$ cat src/rtl/power_detect_ctrl.sv
// rtl/power_detect_ctrl.sv - sequencing, hysteresis detect and peak tracking for the moving-sum power estimator
// All state moves on the falling edge so it lines up with the estimator it controls.
module power_detect_ctrl #(
  parameter int WIDTH        = 12,
  parameter int FLUSH_CYCLES = 2,
  parameter int FILL_CYCLES  = 33,
  parameter int ON_COUNT     = 4,
  parameter int OFF_COUNT    = 8
) (
  input  logic             ip_clock,
  input  logic             ip_reset,
  input  logic             ip_enable,
  input  logic [WIDTH-1:0] ip_power,
  input  logic [WIDTH-1:0] ip_thr_hi,
  input  logic [WIDTH-1:0] ip_thr_lo,
  input  logic             ip_peak_clr,
  output logic             op_est_reset,
  output logic [1:0]       op_state,
  output logic             op_detect,
  output logic             op_event,
  output logic             op_cfg_err,
  output logic [WIDTH-1:0] op_power_peak
);

  localparam int TMAX = (FLUSH_CYCLES > FILL_CYCLES) ? FLUSH_CYCLES : FILL_CYCLES;
  localparam int TW   = $clog2(TMAX + 1);
  localparam int AW   = $clog2(ON_COUNT + 1);
  localparam int BW   = $clog2(OFF_COUNT + 1);

  typedef enum logic [1:0] {IDLE = 2'd0, FLUSH = 2'd1, FILL = 2'd2, MONITOR = 2'd3} state_t;

  state_t            state, state_nxt;
  logic [TW-1:0]     timer, timer_nxt;
  logic [AW-1:0]     above_cnt, above_nxt;
  logic [BW-1:0]     below_cnt, below_nxt;
  logic              detect, detect_nxt;
  logic              event_q, event_nxt;
  logic              cfg_err, cfg_nxt;
  logic [WIDTH-1:0]  peak, peak_nxt;
  logic              is_above, is_below;

  assign is_above = $signed(ip_power) > $signed(ip_thr_hi);
  assign is_below = $signed(ip_power) < $signed(ip_thr_lo);

  always_ff @(negedge ip_clock) begin
    if (!ip_reset) begin
      state     <= IDLE;
      timer     <= '0;
      above_cnt <= '0;
      below_cnt <= '0;
      detect    <= 1'b0;
      event_q   <= 1'b0;
      cfg_err   <= 1'b0;
      peak      <= '0;
    end else begin
      state     <= state_nxt;
      timer     <= timer_nxt;
      above_cnt <= above_nxt;
      below_cnt <= below_nxt;
      detect    <= detect_nxt;
      event_q   <= event_nxt;
      cfg_err   <= cfg_nxt;
      peak      <= peak_nxt;
    end
  end

  always_comb begin
    state_nxt  = state;
    timer_nxt  = timer;
    above_nxt  = above_cnt;
    below_nxt  = below_cnt;
    detect_nxt = detect;
    event_nxt  = 1'b0;
    cfg_nxt    = $signed(ip_thr_lo) > $signed(ip_thr_hi);
    peak_nxt   = peak;
    if (!ip_enable) begin
      state_nxt  = IDLE;
      timer_nxt  = '0;
      above_nxt  = '0;
      below_nxt  = '0;
      detect_nxt = 1'b0;
      event_nxt  = detect;
    end else begin
      case (state)
        IDLE: begin
          state_nxt = FLUSH;
          timer_nxt = TW'(FLUSH_CYCLES - 1);
        end
        FLUSH: begin
          if (timer == '0) begin
            state_nxt = FILL;
            timer_nxt = TW'(FILL_CYCLES - 1);
          end else begin
            timer_nxt = timer - TW'(1);
          end
        end
        FILL: begin
          if (timer == '0) begin
            state_nxt = MONITOR;
            above_nxt = '0;
            below_nxt = '0;
            peak_nxt  = '0;
          end else begin
            timer_nxt = timer - TW'(1);
          end
        end
        MONITOR: begin
          if ($signed(ip_power) > $signed(peak)) peak_nxt = ip_power;
          // A bad threshold pair freezes the debouncer rather than guessing a band.
          if (cfg_err) begin
            above_nxt = '0;
            below_nxt = '0;
          end else if (is_above) begin
            above_nxt = (above_cnt == AW'(ON_COUNT)) ? above_cnt : above_cnt + AW'(1);
            below_nxt = '0;
            if (!detect && above_nxt == AW'(ON_COUNT)) begin
              detect_nxt = 1'b1;
              event_nxt  = 1'b1;
            end
          end else if (is_below) begin
            below_nxt = (below_cnt == BW'(OFF_COUNT)) ? below_cnt : below_cnt + BW'(1);
            above_nxt = '0;
            if (detect && below_nxt == BW'(OFF_COUNT)) begin
              detect_nxt = 1'b0;
              event_nxt  = 1'b1;
            end
          end else begin
            above_nxt = '0;
            below_nxt = '0;
          end
        end
        default: state_nxt = IDLE;
      endcase
    end
    if (ip_peak_clr) peak_nxt = '0;
  end

  always_comb begin
    op_state      = state;
    op_est_reset  = (state == FILL) || (state == MONITOR);
    op_detect     = detect;
    op_event      = event_q;
    op_cfg_err    = cfg_err;
    op_power_peak = peak;
  end

endmodule

$ cat config.mk
export PLATFORM = sky130hd
export DESIGN_NAME = power_detect_ctrl
export DESIGN_NICKNAME = d
export VERILOG_FILES = /design/src/rtl/power_detect_ctrl.sv
export SDC_FILE = /design/constraint.sdc
export NUM_CORES = 1
export LEC_CHECK = 0
export CORE_MARGIN = 8
export CORE_UTILIZATION = 35
export CTS_BUF_LIST = sky130_fd_sc_hd__clkbuf_4 sky130_fd_sc_hd__clkbuf_8 sky130_fd_sc_hd__clkbuf_16
export CTS_CLUSTER_DIAMETER = 100
export DETAILED_ROUTE_END_ITERATION = 16
export PLACE_DENSITY = 0.59
export SLEW_MARGIN = 30
export SYNTH_ARGS = -nofsm -noshare
export SYNTH_HDL_FRONTEND = slang
export SYNTH_SLANG_ARGS = --single-unit
$ cat constraint.sdc
create_clock -name ip_clock -period 4.65 [get_ports ip_clock]
set_clock_uncertainty 0.15 [all_clocks]
set_input_delay 0.465 -clock ip_clock [delete_from_list [all_inputs] [get_ports ip_clock]]
set_output_delay 0.465 -clock ip_clock [all_outputs]
set_load 0.01 [all_outputs]
==> qor.yml, run 1 <==
clocking:
  clockBufferDepth: 2
  cts-root-buf: "clkbuf_8"
  cts_tree: "done"
  clkSlewWorstSetupHoldPaths_ns: 0.04
  cts_sinks: 30
  cts_buffers: 5
  clk_latency_ns: 0.35
  htree_levels: 2
routing:
  drcViolationCount: 0
  dr_total_vias: 3100
  drt_wl_total_um: 8990
  first_pass_iters: 4
  top_layer: "met4"
  wl_met1_um: 3810
  ant_nets: 0
  met3_length_um: 411
  dr_wl_met2_um: 4570
  routed_via_density: 5.12
  wl_per_cell_um: 14.9
  drt_first_iter_violations: 71
sta:
  hold_viol: 0
  tightest_slew_ns: 0.558
  grt_setup_unrepaired: "yes"
  setup_viol: 0
  maxSlewHeadroom_pct: 62.5
  finalMaxSlewViolations: 0
  setup_ws_ns: 0.0384
  tns_ns: 0
pwr:
  leakage_nw: 2.12
  peakVddDrop_mv: 0.139
  p_per_area_mw_per_mm2: 204
setup_path:
  ff2ff_setup_slack_ns: 1.98
  startpoint_type: "primary input"
  r2r_end: "op_power_peak[4]$_SDFFE_NP0P_"
  critPathMaxFanout: 6
  end_kind: "flip-flop"
  r2r_cells: 9
  worstPathArrival_ns: 2.37
  critical_path_class: "in2reg"
  rr_startpoint: "timer[0]$_SDFFE_NN0P_"
  crit_required_ns: 2.41
yosys:
  async_flop_share_pct: 0
  synth_top_flop_cell: "dfxtp_1"
  synth_area_sq_mm: 0.00289
  synth_warnings: 0
  ys_ff_latch: 30
  synth_fp_nets: 456
  synth-edff-count: 0
  seq_area_frac_synth_pct: 20.8
  synthCells: 359
  syn_area_per_cell_sq_um: 8.05
  synth_cell_type_count: 53
min_path:
  hold_path.class: "reg2reg"
  holdPathStages: 2
  min-delay-start: "op_power_peak[8]$_SDFFE_NP0P_"
  hold_end: "op_power_peak[8]$_SDFFE_NP0P_"
placement:
  place_area_sq_mm: 0.00396
  detailedPlacementHpwl_um: 6830
  pre_cts_slack_ns: -0.827
  gp_congestion: 0.821
  portBuffers: 57
run_status:
  status: "complete, no violations"
floorplanning:
  die_w_um: 107
  die_h_um: 107
  rows: 33
  io_pins: 58
  design.core.area_sq_mm: 0.00809
  dieArea_sq_mm: 0.0114
  start_util_pct: 35.7
finish:
  nets: 596
  final_util_pct: 55.9
  syn_to_final_growth_pct: 56.5
  insertedDiodeCount: 0
  drive_gt1_share_pct: 25.8
  final_area_sq_mm: 0.00452
global_route:
  antenna_found_initial: 0
  grt_pass1_wl_um: 14800
  overflow: 0
  grt_usage_pct: 15.8
  grt_pass1_vias: 3367
  grt_start_max_net_pins: 25
run:
  maxCapViolCount: 0
power by group:
part | leakage [nW] | total, mW | switching (mW) | internal (mW)
logic | 1.67 | 0.281 | 0.137 | 0.144
clock network | 0.214 | 0.373 | 0.179 | 0.193
registers | 0.243 | 0.269 | 0.00535 | 0.264
total | 2.12 | 0.923 | 0.321 | 0.601
metrics by stage:
step	hold WS (ns)	power, mW	std cells
floorplan	0.315	0.436	359
global route	0.353	1.00	605
detailed placement	0.329	0.557	561
finish	0.326	0.923	605
global placement	0.311	0.554	561
CTS	0.335	0.925	605
cells in the final DEF (no fill, tap or decap), drive strengths merged, types with 9 or more instances in the layout:
master	synthesis	layout
clkdlybuf4s50	0	25
nand3	18	18
a21oi	26	26
inv	47	76
o21ai	9	9
dlygate4sd2	0	18
nor2b	10	10
buf	3	60
ha	57	57
nor2	23	23
mux2i	13	13
nand2	30	30
dfxtp	30	30
per-layer routing:
metal,vias up,GRT usage [%]
li1,1559,-
met1,1445,16.6
met4,0,7.74
met3,17,3.90
met2,79,28.7
met5,-,0
timing repair:
action                                  4_1_cts  5_1_grt
endpoints found under the setup margin       22       22
hold buffers                                  0        0
setup buffers                                 8        0
resized for setup                            70       38
pin swaps                                    17       14
synthesized netlist by cell type (4+ instances only):
master    count  share of area [%]
a211o_1       4                1.2
a211oi_1      5                1.3
a21oi_1      26                4.5
and4_1        5                1.5
clkbuf_1      8                1.0
dfxtp_1      30                 21
ha_1         57                 25
inv_1        47                6.1
mux2i_1      12                4.2
nand2_1      30                3.9
nand3_1      18                3.1
nand4_1       8                1.7
nor2_1       23                3.0
nor2b_1      10                2.2
nor3_1        4               0.69
o211ai_1      5                1.3
o21a_1        6                1.6
o21ai_0       8                1.4
worst max path at each step:
stage / from / cells past startpoint / to / slack, ns
2_1_floorplan: ip_power[5] / 8 / op_power_peak[10]$_SDFFE_NP0P_ / 0.01
3_3_place_gp: ip_power[11] / 9 / op_event$_SDFF_NN0_ / -0.76
3_5_place_dp: ip_power[11] / 8 / op_power_peak[4]$_SDFFE_NP0P_ / -0.83
4_1_cts: ip_thr_lo[2] / 10 / below_cnt[1]$_SDFFE_NN0P_ / 0.006
5_1_grt: ip_power[10] / 9 / op_power_peak[4]$_SDFFE_NP0P_ / -0.02
6_report: ip_power[10] / 12 / below_cnt[0]$_SDFFE_NN0P_ / 0.04
worst max-delay path, stage by stage:
cell	delay, ns
dlygate4sd2_1	0.26
buf_6	0.14
ha_4	0.26
o21a_1	0.13
a21oi_2	0.07
buf_4	0.13
buf_4	0.13
a21oi_4	0.15
o21ai_2	0.07
buf_6	0.14
and2_4	0.16
a32o_1	0.25
logic make-up after synthesis:
family                   Yosys count  synth area share (%)
multiplexers                      16                  6.10
AND/OR/NAND/NOR                  115                  20.3
AO/OA/AOI/OAI                     77                  18.5
adder cells (fa/ha/maj)           57                  24.7
XOR/XNOR                           6                  1.82
buffers and inverters             58                  7.83
flip-flops                        30                  20.8
cell type report:
type / count / area (sq um)
Timing Repair Buffer: 115 / 1000
Multi-Input combinational cell: 271 / 2390
Tap cell: 105 / 131
Clock buffer: 5 / 68.8
Fill cell: 792 / 3570
Clock inverter: 33 / 156
Inverter: 46 / 173
Sequential cell: 30 / 602
sequential cells by signal (all words and copies together), names as in the netlist:
| register | count |
|---|---|
| op_event | 1 |
| op_detect | 1 |
| below_cnt | 4 |
| op_state | 2 |
| timer | 6 |
| op_cfg_err | 1 |
| op_power_peak | 12 |
| above_cnt | 3 |
Note: power is estimated with default switching activity, not from simulation.
==> inputs of run 2 (changes only) <==
--- a/config.mk
+++ b/config.mk
@@ -5,6 +5,7 @@
 export SDC_FILE = /design/constraint.sdc
 export NUM_CORES = 1
 export LEC_CHECK = 0
+export ABC_CLOCK_PERIOD_IN_PS = 4650
 export CORE_MARGIN = 8
 export CORE_UTILIZATION = 35
 export CTS_BUF_LIST = sky130_fd_sc_hd__clkbuf_4 sky130_fd_sc_hd__clkbuf_8 sky130_fd_sc_hd__clkbuf_16
==> results of run 2 <==
Same layout as run 1: the final DEF is identical, and so are final timing and power.
